File: src/rtl/pwm_capture_if.sv
// pwm_capture_if: capture control inputs and measurement outputs of pwm_capture
// Ports: master drives cap_en, i_pwm, irq_clr; slave drives period_meas, high_meas, cap_valid, cap_irq, cap_ovf.
interface pwm_capture_if #(
  parameter int CNT_W = 16
);
  logic             cap_en;
  logic             i_pwm;
  logic             irq_clr;
  logic [CNT_W-1:0] period_meas;
  logic [CNT_W-1:0] high_meas;
  logic             cap_valid;
  logic             cap_irq;
  logic             cap_ovf;
  modport master (
    output cap_en, i_pwm, irq_clr,
    input  period_meas, high_meas, cap_valid, cap_irq, cap_ovf
  );
  modport slave (
    input  cap_en, i_pwm, irq_clr,
    output period_meas, high_meas, cap_valid, cap_irq, cap_ovf
  );
endinterface

File: src/rtl/pwm_capture.sv
// pwm_capture: measures period and high time of an asynchronous PWM input in chosen_clk cycles
// Ports: chosen_clk clock, rst_n async active-low reset, io_cap slave bundle
//   (in: cap_en, i_pwm, irq_clr; out: period_meas, high_meas, cap_valid, cap_irq, cap_ovf).
// Define PWM_CAP_FILTER_EN to insert a 3-sample stability filter after the synchronizer.
module pwm_capture #(
  parameter int CNT_W = 16
) (
  input logic          chosen_clk,
  input logic          rst_n,
  pwm_capture_if.slave io_cap
);
  localparam logic [1:0] IDLE = 2'd0, ARM = 2'd1, HIGH = 2'd2, LOW = 2'd3;
  localparam logic [CNT_W-1:0] MAX = '1;
  logic [1:0] r_state, w_next;
  logic r_s1, r_s2, r_pf_d, w_pf, w_rise, w_fall, w_en, w_max;
  logic w_start, w_pub, w_tout, w_hcap;
  logic [CNT_W-1:0] r_cnt, r_high_cap, r_period, r_high;
  logic r_valid, r_irq, r_ovf;
  assign w_en = io_cap.cap_en;
  always_ff @(posedge chosen_clk or negedge rst_n) begin
    if (!rst_n) begin
      r_s1   <= 1'b0;
      r_s2   <= 1'b0;
      r_pf_d <= 1'b0;
    end else begin
      r_s1   <= io_cap.i_pwm;
      r_s2   <= r_s1;
      r_pf_d <= w_pf;
    end
  end
`ifdef PWM_CAP_FILTER_EN
  logic [1:0] r_sh;
  logic       r_pf;
  // pf takes the new level in the third consecutive cycle s2 holds it, so both edges see the same delay
  assign w_pf = (r_s2 == r_sh[0] && r_s2 == r_sh[1]) ? r_s2 : r_pf;
  always_ff @(posedge chosen_clk or negedge rst_n) begin
    if (!rst_n) begin
      r_sh <= 2'b00;
      r_pf <= 1'b0;
    end else begin
      r_sh <= {r_sh[0], r_s2};
      r_pf <= w_pf;
    end
  end
`else
  assign w_pf = r_s2;
`endif
  assign w_rise = w_pf & ~r_pf_d;
  assign w_fall = ~w_pf & r_pf_d;
  assign w_max  = r_cnt == MAX;
  always_ff @(posedge chosen_clk or negedge rst_n) begin
    if (!rst_n) r_state <= IDLE;
    else r_state <= w_next;
  end
  // A phase that reaches MAX is unmeasurable; in HIGH the timeout beats a coincident fall so high < period holds
  always_comb begin
    w_next = !w_en ? IDLE :
             r_state == IDLE ? ARM :
             r_state == ARM ? (w_rise ? HIGH : ARM) :
             w_tout ? ARM :
             r_state == HIGH ? (w_fall ? LOW : HIGH) :
             (w_rise ? HIGH : LOW);
  end
  always_comb begin
    w_start = w_en && r_state == ARM && w_rise;
    w_pub   = w_en && r_state == LOW && w_rise;
    w_tout  = w_en && w_max && (r_state == HIGH || (r_state == LOW && !w_rise));
    w_hcap  = w_en && r_state == HIGH && w_fall && !w_max;
  end
  always_ff @(posedge chosen_clk or negedge rst_n) begin
    if (!rst_n) begin
      r_cnt      <= '0;
      r_high_cap <= '0;
      r_period   <= '0;
      r_high     <= '0;
      r_valid    <= 1'b0;
      r_irq      <= 1'b0;
      r_ovf      <= 1'b0;
    end else begin
      r_cnt      <= (w_start || w_pub) ? CNT_W'(1) :
                    (w_next == HIGH || w_next == LOW) ? r_cnt + 1'b1 : '0;
      r_high_cap <= w_hcap ? r_cnt : r_high_cap;
      r_period   <= w_pub ? r_cnt : r_period;
      r_high     <= w_pub ? r_high_cap : r_high;
      r_valid    <= w_pub;
      r_irq      <= w_pub | (r_irq & ~io_cap.irq_clr);
      r_ovf      <= w_tout | (r_ovf & ~io_cap.irq_clr);
    end
  end
  assign io_cap.period_meas = r_period;
  assign io_cap.high_meas   = r_high;
  assign io_cap.cap_valid   = r_valid;
  assign io_cap.cap_irq     = r_irq;
  assign io_cap.cap_ovf     = r_ovf;
endmodule

File: src/flat_wrapper.sv
// flat-port wrapper written by rule: the top's interface ports become plain ports
module pwm_capture_flat 
#(
  parameter int CNT_W = 16
)
  (chosen_clk, rst_n, io_cap_cap_en, io_cap_i_pwm, io_cap_irq_clr, io_cap_period_meas, io_cap_high_meas, io_cap_cap_valid, io_cap_cap_irq, io_cap_cap_ovf);
  pwm_capture_if #(.CNT_W(CNT_W)) io_cap_i ();
  input logic chosen_clk;
  input logic rst_n;
  input wire logic [$bits(io_cap_i.cap_en)-1:0] io_cap_cap_en;
  input wire logic [$bits(io_cap_i.i_pwm)-1:0] io_cap_i_pwm;
  input wire logic [$bits(io_cap_i.irq_clr)-1:0] io_cap_irq_clr;
  output wire logic [$bits(io_cap_i.period_meas)-1:0] io_cap_period_meas;
  output wire logic [$bits(io_cap_i.high_meas)-1:0] io_cap_high_meas;
  output wire logic [$bits(io_cap_i.cap_valid)-1:0] io_cap_cap_valid;
  output wire logic [$bits(io_cap_i.cap_irq)-1:0] io_cap_cap_irq;
  output wire logic [$bits(io_cap_i.cap_ovf)-1:0] io_cap_cap_ovf;
  assign io_cap_i.cap_en = io_cap_cap_en;
  assign io_cap_i.i_pwm = io_cap_i_pwm;
  assign io_cap_i.irq_clr = io_cap_irq_clr;
  assign io_cap_period_meas = io_cap_i.period_meas;
  assign io_cap_high_meas = io_cap_i.high_meas;
  assign io_cap_cap_valid = io_cap_i.cap_valid;
  assign io_cap_cap_irq = io_cap_i.cap_irq;
  assign io_cap_cap_ovf = io_cap_i.cap_ovf;
  pwm_capture #(.CNT_W(CNT_W)) u_core (.chosen_clk(chosen_clk), .rst_n(rst_n), .io_cap(io_cap_i));
endmodule
File: config.mk
export PLATFORM = sky130hd
export DESIGN_NAME = pwm_capture_flat
export DESIGN_NICKNAME = d
export VERILOG_FILES = /design/src/rtl/pwm_capture_if.sv /design/src/rtl/pwm_capture.sv /design/src/flat_wrapper.sv
export SDC_FILE = /design/constraint.sdc
export NUM_CORES = 1
export LEC_CHECK = 0
export ABC_AREA = 1
export BUFFER_PORTS_ARGS = -buffer_cell sky130_fd_sc_hd__buf_2
export CORE_UTILIZATION = 35
export DETAILED_ROUTE_END_ITERATION = 10
export GPL_TIMING_DRIVEN = 0
export PLACE_DENSITY = 0.52
export SYNTH_ARGS = -nofsm -noshare
export SYNTH_HDL_FRONTEND = slang
export SYNTH_SLANG_ARGS = --single-unit
File: constraint.sdc
create_clock -name chosen_clk -period 2 [get_ports chosen_clk]
set_clock_uncertainty 0.1 [all_clocks]
set_input_delay 0.2 -clock chosen_clk [delete_from_list [all_inputs] [get_ports chosen_clk]]
set_output_delay 0.2 -clock chosen_clk [all_outputs]
set_load 0.02 [all_outputs]
Yosys cells after proc, flatten, opt, wreduce, memory -nomap -nowiden
Cells that the tools add are included.
{"block": "totals", "word_cells": 53, "ff_bits": 72}
{"block": "op_classes", "bitwise": 9, "add_sub_neg": 1, "n_reduce_logical": 16, "eq_ne": 6, "muxes": 10}
{"op": "two-way mux 16 bit", "count": 2}
{"op": "adder 16 x 1 -> 16 bit, second input constant", "count": 1}
{"op": "== test 16 bit, second input constant", "count": 1}
{"op": "two-way mux 2 bit", "count": 6}
{"op": "logical AND 1 bit", "count": 10}
{"op": "== test 2 bit, second input constant", "count": 4}
{"op": "AND 1 bit", "count": 4}
{"op": "logical OR 1 bit", "count": 3}
{"op": "NOT 1 bit", "count": 3}
{"op": "== test 2 x 1 -> 1 bit, second input constant", "count": 1}
{"op": "zero test 1 bit", "count": 2}
{"op": "zero test 2 bit", "count": 1}
{"op": "two-way mux 1 bit", "count": 2}
{"op": "bitwise OR 1 bit", "count": 2}

Depth between registers and ports, before layout
Gate-level depths: netlist (run 1).
{"block": "logic_depth", "word_depth": 14, "ltp_mapped": 10, "mapped_depth_nobuf": 9}

Worst setup path after synthesis (run 1)
No wires, ideal clock.
{"block": "synth_timing", "kind": "flip-flop to flip-flop", "from": "register u_core.r_cnt[0]", "to": "register u_core.r_high_cap[6]", "synth_period_minus_slack_ps": 1542, "slack_ps": 458, "t_required_ps": 1783, "t_arrival_ps": 1326, "stages_incl_launch_ff": 10, "path_cell_list": "dfrtp_1 > ha_1 > nand2_2 > nor2_4 > nand2_4 > nor2_8 > inv_4 > buf_2 > nand3_1 > nand2_1"}
{"block": "synth_via", "elab_chain_len": 3}
{"element": "from (decl)", "line_no": "pwm_capture.sv:17", "text": "logic [CNT_W-1:0] r_cnt, r_high_cap, r_period, r_high;"}
{"element": "from (signal assigned)", "line_no": "pwm_capture.sv:80", "text": "r_cnt <= (w_start || w_pub) ? CNT_W'(1) :"}
{"element": "== test 16 bit", "line_no": "pwm_capture.sv:50", "text": "assign w_max = r_cnt == MAX;"}
{"element": "zero test 1 bit", "line_no": "pwm_capture.sv:68", "text": "w_hcap = w_en && r_state == HIGH && w_fall && !w_max;"}
{"element": "logical AND 1 bit", "line_no": "pwm_capture.sv:68"}
{"element": "to (signal assigned)", "line_no": "pwm_capture.sv:82", "text": "r_high_cap <= w_hcap ? r_cnt : r_high_cap;"}
{"element": "to (decl)", "line_no": "pwm_capture.sv:17"}
No other way between the ends.
A chain may end at the register's enable or synchronous reset.

Final worst setup path (run 1)
{"block": "layout_timing", "from": "register u_core.r_cnt[1]", "to": "register u_core.r_cnt[11]"}
{"block": "layout_via", "elab_chain_len": 11}
{"element": "== test 16 bit", "line_no": "pwm_capture.sv:50"}
{"element": "logical AND 1 bit (2 in series)", "line_no": "pwm_capture.sv:67", "text": "w_tout = w_en && w_max && (r_state == HIGH || (r_state == LOW && !w_rise));"}
{"element": "two-way mux 2 bit", "line_no": "pwm_capture.sv:60", "text": "w_tout ? ARM :"}
{"element": "two-way mux 2 bit", "line_no": "pwm_capture.sv:59", "text": "r_state == ARM ? (w_rise ? HIGH : ARM) :"}
{"element": "two-way mux 2 bit", "line_no": "pwm_capture.sv:58", "text": "r_state == IDLE ? ARM :"}
{"element": "two-way mux 2 bit", "line_no": "pwm_capture.sv:57", "text": "w_next = !w_en ? IDLE :"}
{"element": "== test 2 bit", "line_no": "pwm_capture.sv:81", "text": "(w_next == HIGH || w_next == LOW) ? r_cnt + 1'b1 : '0;"}
{"element": "logical OR 1 bit", "line_no": "pwm_capture.sv:81"}
{"element": "two-way mux 16 bit *", "line_no": "pwm_capture.sv:81"}
{"element": "two-way mux 16 bit *", "line_no": "pwm_capture.sv:80"}
Mark *: on every way between the ends. The rest lies on a longest branch, timed or not.

==> results.json, run 1 <==
{
  "cts.clk_slew.worst_paths_ns": 0.07,
  "initial_core_util_pct": 35.9,
  "post-dp-hpwl_um": 4830,
  "fin_nets": 407,
  "grtUsageTotal_pct": 16.7,
  "leakage_uw": 0.00195,
  "cts-buffers-inserted": 9,
  "placed_area_sq_um": 3460,
  "postCtsSetupRepairBufs": 0,
  "crit_required_ns": 2.14,
  "syn-num-nets": 353,
  "drive_gt1_share_pct": 21.2,
  "pwr-share-clk_pct": 40.3,
  "post-place-ws_ns": 0.203,
  "fin_setup_tns_ns": 0,
  "areaGrowthSynthToFinish_pct": 18.3,
  "synth_cell_types": 28,
  "synth.cell_area_sq_um": 3110,
  "worstSetupEndpointType": "flip-flop",
  "fin_crit_ns": 1.82,
  "cts.sinks": 72,
  "fin_ws_ns": 0.183,
  "yosysSeqAreaShare_pct": 57.9,
  "most-common-layout-cells": "nand2_1 (107), dfrtp_1 (72), buf_2 (44)",
  "fmax_ghz": 0.550,
  "core-area_sq_um": 8680,
  "slew_viol_final": 0,
  "antenna_found_initial": 0,
  "grt_max_degree": 40,
  "die_area_sq_um": 9270,
  "antenna_left": 0,
  "outcome": "completed",
  "diodes": 0,
  "internal_power_uw": 2100,
  "synth_area_per_cell_sq_um": 8.97,
  "instances_no_fill": 514,
  "first_pass_iters": 5,
  "max_cap_viol_count": 0,
  "grt_pass1_vias": 2311,
  "die_h_um": 96.3,
  "drt_wl_total_um": 6780,
  "slew_headroom_pct": 68.3,
  "slowest_delay_ns": 0.47,
  "criticalPathCategory": "flip-flop to flip-flop",
  "gp_congestion": 0.822,
  "port-buffer-count": 39,
  "cts.root.buffer_cell": "clkbuf_8",
  "drc": 0,
  "rrSetupSlack_ns": 0.18,
  "worstPathCellList": "ha_1 -> nand2_2 -> nor2_4 -> nand2_4 -> nor2_8 -> inv_4 -> nand2_1 -> buf_4 -> nor2_1",
  "post-route-util_pct": 42.4,
  "syn_inst": 347,
  "vias_per_cell": 4.69,
  "ir_drop_v": 0.000326,
  "finalHoldViolCount": 0,
  "cp-start-kind": "flip-flop",
  "min_path_type": "input port to flip-flop",
  "fin_crit_sh_pct": 90.8,
  "rsz0062_at_grt": "no",
  "path_delay_family": "simple AND/OR/NAND/NOR gates",
  "p_per_area_nw_per_um2": 754,
  "fp.dieW_um": 96.3,
  "finalInstanceArea_sq_um": 3680,
  "grt_first_pass_wirelength_um": 11400,
  "drtIter0Drc": 66,
  "grt_remaining_overflow": 0,
  "p_seq_share_pct": 54.1,
  "cp_slowest_cell": "dfrtp_1",
  "synth_seq_cells": 72,
  "swShare_pct": 24.3,
  "worst_pin_slew_ns": 0.476,
  "vias": 2410,
  "synth.yosys.warnings": 0,
  "rows": 34,
  "ios": 40,
  "path_buf_inv": 2,
  "htree_levels": 3,
  "cp.arrival_ns": 1.96,
  "p_comb_share_pct": 5.6,
  "clk_latency_ns": 0.35,
  "setup_viol": 0,
  "wire_per_inst_um": 13.2,
  "dp_cells": 495,
  "switchingPower_uw": 675,
  "cts_tree": "done",
  "cts_buffer_depth": 2,
  "path_max_fanout": 10,
  "final_common_cell": "nand2_1"
}
==> power by group through the flow <==
| stage | clock network (uW) | logic (uW) | registers (uW) |
|---|---|---|---|
| floorplan | 0 | 49.6 | 1560 |
| global placement | 0 | 149 | 1530 |
| detailed placement | 0 | 157 | 1530 |
| CTS | 1160 | 161 | 1500 |
| global route | 1220 | 179 | 1510 |
| finish | 1120 | 156 | 1500 |
==> area by class of cell <==
class / count / area, sq um
plain buffers: 15 / 83.8
clock buffers: 10 / 128
clock inverters: 6 / 60.1
fillers: 928 / 5000
inverters: 15 / 58.8
multi-input cells: 245 / 1170
flip-flops and latches: 72 / 1800
well taps: 108 / 135
repair buffers: 43 / 248
==> what timing repair did <==
action                    in CTS  in global routing
hold buffers                   3                  0
hold endpoints to repair      36                  0
gates resized for setup        0                  0
==> kinds of logic (layout without fill, tap and decap cells) <==
family	Yosys count	in the layout	share of synthesized area [%]
simple gates	196	196	28.4
flops	72	72	57.9
compound gates	43	43	7.28
buf+inv	30	89	4.58
xor+xnor	5	5	1.41
fa+ha+maj	1	1	0.402
==> flip-flops by register name, summed over array words and instances (netlist names) <==
| signal | cells |
|---|---|
| u_core.r_s1 | 1 |
| u_core.io_cap.cap_ovf | 1 |
| u_core.io_cap.cap_irq | 1 |
| u_core.r_pf_d | 1 |
| u_core.io_cap.cap_valid | 1 |
| u_core.r_high_cap | 16 |
| u_core.io_cap.high_meas | 16 |
| u_core.io_cap.period_meas | 16 |
| u_core.r_state | 2 |
| u_core.r_s2 | 1 |
| u_core.r_cnt | 16 |
==> synth_stat cells <==
cell type / count / area share [%]
nand3_1: 28 / 4.5
o21ai_1: 2 / 0.32
nand2_1: 107 / 13
o21ai_0: 28 / 4.5
nor3_4: 1 / 0.52
inv_1: 14 / 1.7
a21oi_1: 8 / 1.3
ha_1: 1 / 0.40
nor2_4: 2 / 0.72
a21boi_0: 1 / 0.24
xor2_1: 3 / 0.84
buf_12: 1 / 0.64
nor2_2: 1 / 0.20
or2_1: 1 / 0.20
nor2_8: 1 / 0.64
dfrtp_1: 72 / 58
inv_4: 1 / 0.20
nand4_1: 5 / 1.0
nand2_2: 14 / 2.8
nor2_1: 33 / 4.0
buf_4: 1 / 0.24
or2_2: 1 / 0.20
clkbuf_1: 7 / 0.84
xnor2_1: 2 / 0.56
nand2_4: 2 / 0.72
buf_2: 6 / 0.97
o21bai_1: 3 / 0.72
o22ai_1: 1 / 0.20
==> per-layer routing <==
metal	vias to the layer above	global-route usage (%)	wire length, um
met5	-	0	0
li1	1227	-	-
met3	11	4.66	309
met2	48	25.5	2970
met4	0	7.48	152
met1	1124	22.0	3340
==> metrics by stage <==
step | power, uW | hold WS (ns)
floorplan | 1610 | -0.196
global placement | 1680 | 0.208
detailed placement | 1690 | 0.0811
CTS | 2830 | 0.0703
global route | 2910 | 0.0847
finish | 2780 | 0.0813
==> worst reg2reg max path, stage by stage (launching register included) <==
cell,delay (ns)
dfrtp_1,0.47
ha_1,0.25
nand2_2,0.10
nor2_4,0.15
nand2_4,0.11
nor2_8,0.13
inv_4,0.07
nand2_1,0.08
buf_4,0.18
nor2_1,0.07
==> path summary, 6_finish.rpt <==
check,start,to,depth (start not counted)
min,io_cap_cap_en,u_core.r_state[0],3
max reg2reg,u_core.r_cnt[1],u_core.r_cnt[11],9
max in group asynchronous,rst_n,u_core.io_cap.period_meas[11],3
min reg2reg,u_core.r_s1,u_core.r_s2,0
min in group asynchronous,rst_n,u_core.io_cap.high_meas[1],2
max,u_core.r_cnt[1],u_core.r_cnt[11],9
Note: power is estimated with default switching activity, not from simulation.
==> run 2: changes to the inputs <==
Settings changed: CORE_UTILIZATION 35 to 57, PLACE_DENSITY 0.52 to 0.78.
==> run 2 against run 1 <==
Compared with the run above: sequential cell count stayed put; die area decreased by 38%; cell count fell by 7.6%; clock-buffer cell count grew 3; first-iteration DRC count rose to 3.4 times the previous value; setup slack worse by 0.012 ns; fmax decreased by 0.67%.
==> results.json, run 2 (synthesis results as in run 1) <==
{
  "grt_max_degree": 73,
  "drt_wl_total_um": 6290,
  "cts.root.buffer_cell": "clkbuf_8",
  "first_pass_iters": 4,
  "initial_core_util_pct": 60.2,
  "vias": 2496,
  "diodes": 0,
  "fp.dieW_um": 75.9,
  "antenna_left": 0,
  "grt_first_pass_wirelength_um": 10300,
  "max_cap_viol_count": 0,
  "rsz0062_at_grt": "no",
  "rows": 26,
  "reg2reg_from": "u_core.r_cnt[1]",
  "post-route-util_pct": 70.4,
  "r2r-end": "u_core.r_cnt[12]",
  "ios": 40,
  "cts-buffers-inserted": 9,
  "slowest_delay_ns": 0.45,
  "whs_ns": 0.0798,
  "whs_path_depth": 3,
  "fmax_ghz": 0.547,
  "areaGrowthSynthToFinish_pct": 17.0,
  "worst_pin_slew_ns": 0.872,
  "port-buffer-count": 39,
  "gp_congestion": 0.815,
  "htree_levels": 3,
  "slew_viol_final": 0,
  "outcome": "completed",
  "leakage_uw": 0.00196,
  "fin_setup_tns_ns": 0,
  "reg2regPathDepth": 9,
  "cts_tree": "done",
  "clk_latency_ns": 0.35,
  "cp_slowest_cell": "dfrtp_1",
  "drive_gt1_share_pct": 20.5,
  "finalHoldViolCount": 0,
  "ir_drop_v": 0.000601,
  "fin_crit_ns": 1.83,
  "die_area_sq_um": 5760,
  "drtIter0Drc": 226,
  "cts.sinks": 72,
  "min_path_type": "input port to flip-flop",
  "worstPathCellList": "ha_1 -> nand2_2 -> nor2_4 -> nand2_4 -> nor2_8 -> inv_4 -> nand2_1 -> buf_4 -> nor2_1",
  "core-area_sq_um": 5170,
  "hold-path-endpoint": "u_core.r_state[0]",
  "crit_required_ns": 2.12,
  "most-common-layout-cells": "nand2_1 (107), dfrtp_1 (72), buf_2 (44)",
  "critPathLaunch": "u_core.r_cnt[1]",
  "fin_nets": 406,
  "hold_start": "io_cap_cap_en",
  "criticalPathCategory": "flip-flop to flip-flop",
  "grtUsageTotal_pct": 24.7,
  "setup_viol": 0,
  "vias_per_cell": 5.25,
  "path_max_fanout": 10,
  "antenna_found_initial": 0,
  "slew_headroom_pct": 41.8,
  "die_h_um": 75.9,
  "worstSetupEndpointType": "flip-flop",
  "post-dp-hpwl_um": 4240,
  "grt_pass1_vias": 2328,
  "fin_crit_sh_pct": 91.5,
  "cts_buffer_depth": 2,
  "final_common_cell": "nand2_1",
  "wire_per_inst_um": 13.2,
  "rrSetupSlack_ns": 0.17,
  "cts.clk_slew.worst_paths_ns": 0.07,
  "cp.arrival_ns": 1.95,
  "cp-start-kind": "flip-flop",
  "p_per_area_nw_per_um2": 796,
  "drc": 0,
  "grt_remaining_overflow": 0,
  "cts_resized": 0
}
## run 2: cell count changes in the layout (fill, tap and decap cells not counted), sizes merged
cell,change
buf,-1
bufinv,+1
clkbuf,+3
clkinv,-2
clkinvlp,-2
## run 2: repair_timing
action	in CTS	in global routing
hold buffers	3	0
endpoints found under the hold margin	75	0
buffers inserted	0	0
## run 2: area by class of cell
cell class	instances	area [sq um]
clock buffer	13	149
tap	70	87.6
timing repair buffer	42	228
sequential	72	1800
buffer	15	83.8
multi-input combinational	245	1170
inverter	15	58.8
clock inverter	3	65.1
fill	408	1530
## run 2: critical path: cells and delay by family, from the launching register on
kind	cells	cell delay, ns
DFF	1	0.45
and+or+nand+nor	6	0.64
adders and majority gates	1	0.25
buffers and inverters	2	0.25
## run 2: how the worst max path moves through the flow
stage	to	slack [ns]
after CTS	u_core.r_cnt[12]	0.19
final	u_core.r_cnt[12]	0.17
after floorplan	u_core.r_high_cap[6]	0.46
after global placement	u_core.r_cnt[12]	0.27
after detailed placement	u_core.r_high_cap[9]	0.24
after global routing	u_core.r_cnt[12]	0.08
## run 2: stage by stage
step           std cells  power [uW]  setup WS, ns  cell area (sq um)
2_1_floorplan        347        1610         0.458               3110
3_3_place_gp         456        1680         0.270               3390
3_5_place_dp         456        1680         0.236               3400
4_1_cts              475        2920         0.185               3640
5_1_grt              475        3010        0.0765               3640
6_report             475        2900         0.171               3640
## run 2: power breakdown
part / switching [uW] / internal (uW)
sequential: 18.3 / 1490
combinational: 106 / 43.6
clock: 508 / 736
total: 633 / 2270
## run 2: per-layer routing
metal	share of wire (%)	track usage (%)	wire, um
met3	5.5	4.63	345
met5	0	0	0
met4	1.6	14.2	100
met1	45	32.0	2840
met2	48	39.1	3000
==> run 3: changes to the inputs <==
Settings changed: CORE_ASPECT_RATIO set to 1.4, CORE_UTILIZATION 57 to 45, PLACE_DENSITY 0.78 to 0.64.
==> run 3 against run 2 <==
Compared with the run above: critical path depth stayed put; fmax hardly changed; total power is 9.6% lower; combinational power hardly changed; via count is 3.0% lower; die area is 26% higher; critical path type unchanged; largest cell class unchanged; largest power group unchanged.
==> results.json, run 3 (synthesis results as in run 1) <==
{
  "p_per_area_nw_per_um2": 727,
  "fmax_ghz": 0.547,
  "placed_area_sq_um": 3420,
  "path_buf_inv": 2,
  "cts_resized": 0,
  "pwr-share-clk_pct": 36.7,
  "cp_slowest_cell": "dfrtp_1",
  "drt_wl_total_um": 6510,
  "fin_crit_sh_pct": 91.4,
  "grt_remaining_overflow": 0,
  "cts-buffers-inserted": 9,
  "cts_buffer_depth": 2,
  "initial_core_util_pct": 47.1,
  "cts.clk_slew.worst_paths_ns": 0.07,
  "ir_drop_v": 0.000357,
  "fp.dieW_um": 72.3,
  "vias_per_cell": 4.88,
  "leakage_uw": 0.00193,
  "swShare_pct": 25.0,
  "setup_viol": 0,
  "cts.sinks": 72,
  "fin_nets": 406,
  "clk_latency_ns": 0.35,
  "drive_gt1_share_pct": 20.5,
  "ios": 40,
  "max_cap_viol_count": 0,
  "p_seq_share_pct": 57.5,
  "crit_required_ns": 2.14,
  "cts_tree": "done",
  "switchingPower_uw": 655,
  "grt_max_degree": 73,
  "htree_levels": 3,
  "die_area_sq_um": 7260,
  "fillCellCount": 681,
  "slew_headroom_pct": 40.4,
  "cts.root.buffer_cell": "clkbuf_8",
  "antenna_left": 0,
  "diodes": 0,
  "instances_no_fill": 496,
  "internal_power_uw": 1970,
  "postCtsSetupRepairBufs": 0,
  "grt_pass1_vias": 2282,
  "rsz0062_at_grt": "no",
  "criticalPathCategory": "flip-flop to flip-flop",
  "areaGrowthSynthToFinish_pct": 16.0,
  "worst_pin_slew_ns": 0.894,
  "slew_viol_final": 0,
  "path_delay_family": "simple AND/OR/NAND/NOR gates",
  "gp_congestion": 0.849,
  "die_h_um": 100,
  "post-dp-hpwl_um": 4520,
  "first_pass_iters": 4,
  "finalInstanceArea_sq_um": 3610,
  "cp.arrival_ns": 1.97,
  "wire_per_inst_um": 13.1,
  "worstSetupEndpointType": "flip-flop",
  "antenna_found_initial": 0,
  "final_common_cell": "nand2_1",
  "worstPathCellList": "ha_1 -> nand2_2 -> nor2_4 -> nand2_4 -> nor2_8 -> inv_4 -> nand2_1 -> buf_4 -> nor2_1",
  "grtUsageTotal_pct": 20.3,
  "fin_crit_ns": 1.83,
  "most-common-layout-cells": "nand2_1 (107), dfrtp_1 (72), buf_2 (44)",
  "slowest_delay_ns": 0.47,
  "cp-start-kind": "flip-flop",
  "p_comb_share_pct": 5.8,
  "grt_first_pass_wirelength_um": 11000,
  "drtIter0Drc": 108,
  "port-buffer-count": 39,
  "dp_cells": 478,
  "path_max_fanout": 10,
  "drc": 0,
  "fin_setup_tns_ns": 0,
  "core-area_sq_um": 6610,
  "outcome": "completed",
  "vias": 2421,
  "postCtsHoldBufs": 3,
  "rows": 35,
  "finalHoldViolCount": 0,
  "min_path_type": "input port to flip-flop"
}
run 3: cell types whose count changed in the layout (fill, tap and decap cells not counted), sizes merged:
cell	previous run	this run
bufinv	2	0
clkbuf	20	18
clkinv	1	3
clkinvlp	0	1
run 3: worst paths after layout:
path	from	endpoint	slack, ns	cells after the start
min	io_cap_cap_en	u_core.r_state[0]	0.09	3
max in group asynchronous	rst_n	u_core.io_cap.high_meas[2]	0.80	2
min reg2reg	u_core.r_s1	u_core.r_s2	0.26	0
min in group asynchronous	rst_n	u_core.io_cap.period_meas[10]	0.42	2
max	u_core.r_cnt[1]	u_core.r_cnt[10]	0.17	9
max reg2reg	u_core.r_cnt[1]	u_core.r_cnt[10]	0.17	9
run 3: metrics by stage:
stage | util [%] | hold slack (ns) | worst slack, ns | power [uW]
after global placement | 51.8 | 0.209 | 0.211 | 1680
after CTS | 54.6 | 0.0697 | 0.178 | 2650
after floorplan | - | -0.196 | 0.458 | 1610
after detailed placement | 51.8 | 0.213 | 0.182 | 1680
final | 54.6 | 0.0906 | 0.172 | 2620
after global routing | 54.6 | 0.0996 | 0.0465 | 2720
run 3: layer usage:
metal,part of all wire (%),up-vias,GRT usage (%)
li1,-,1217,-
met1,45,1144,25.8
met2,49,46,31.6
met3,2.8,14,3.21
met4,3.3,0,13.9
met5,0,-,0
run 3: worst reg2reg max path, delay by kind of cell (launching register included):
family	cells	cell delay, ns
flops	1	0.47
buf+inv	2	0.26
simple gates	6	0.65
fa+ha+maj	1	0.25
run 3: power groups by stage:
| stage | combinational, uW | sequential [uW] | clock [uW] |
|---|---|---|---|
| finish | 152 | 1510 | 962 |
| global route | 171 | 1510 | 1040 |
| CTS | 155 | 1510 | 986 |
| detailed placement | 149 | 1540 | 0 |
| global placement | 146 | 1530 | 0 |
| floorplan | 49.6 | 1560 | 0 |
run 3: area by class of cell:
type | count | area (sq um) | share of cell area (%)
Timing Repair Buffer | 42 | 228 | 6.31
Multi-Input combinational cell | 245 | 1170 | 32.4
Tap cell | 92 | 115 | 3.19
Buffer | 15 | 83.8 | 2.32
Sequential cell | 72 | 1800 | 49.9
Inverter | 15 | 58.8 | 1.63
Clock buffer | 11 | 131 | 3.64
Clock inverter | 4 | 22.5 | 0.624
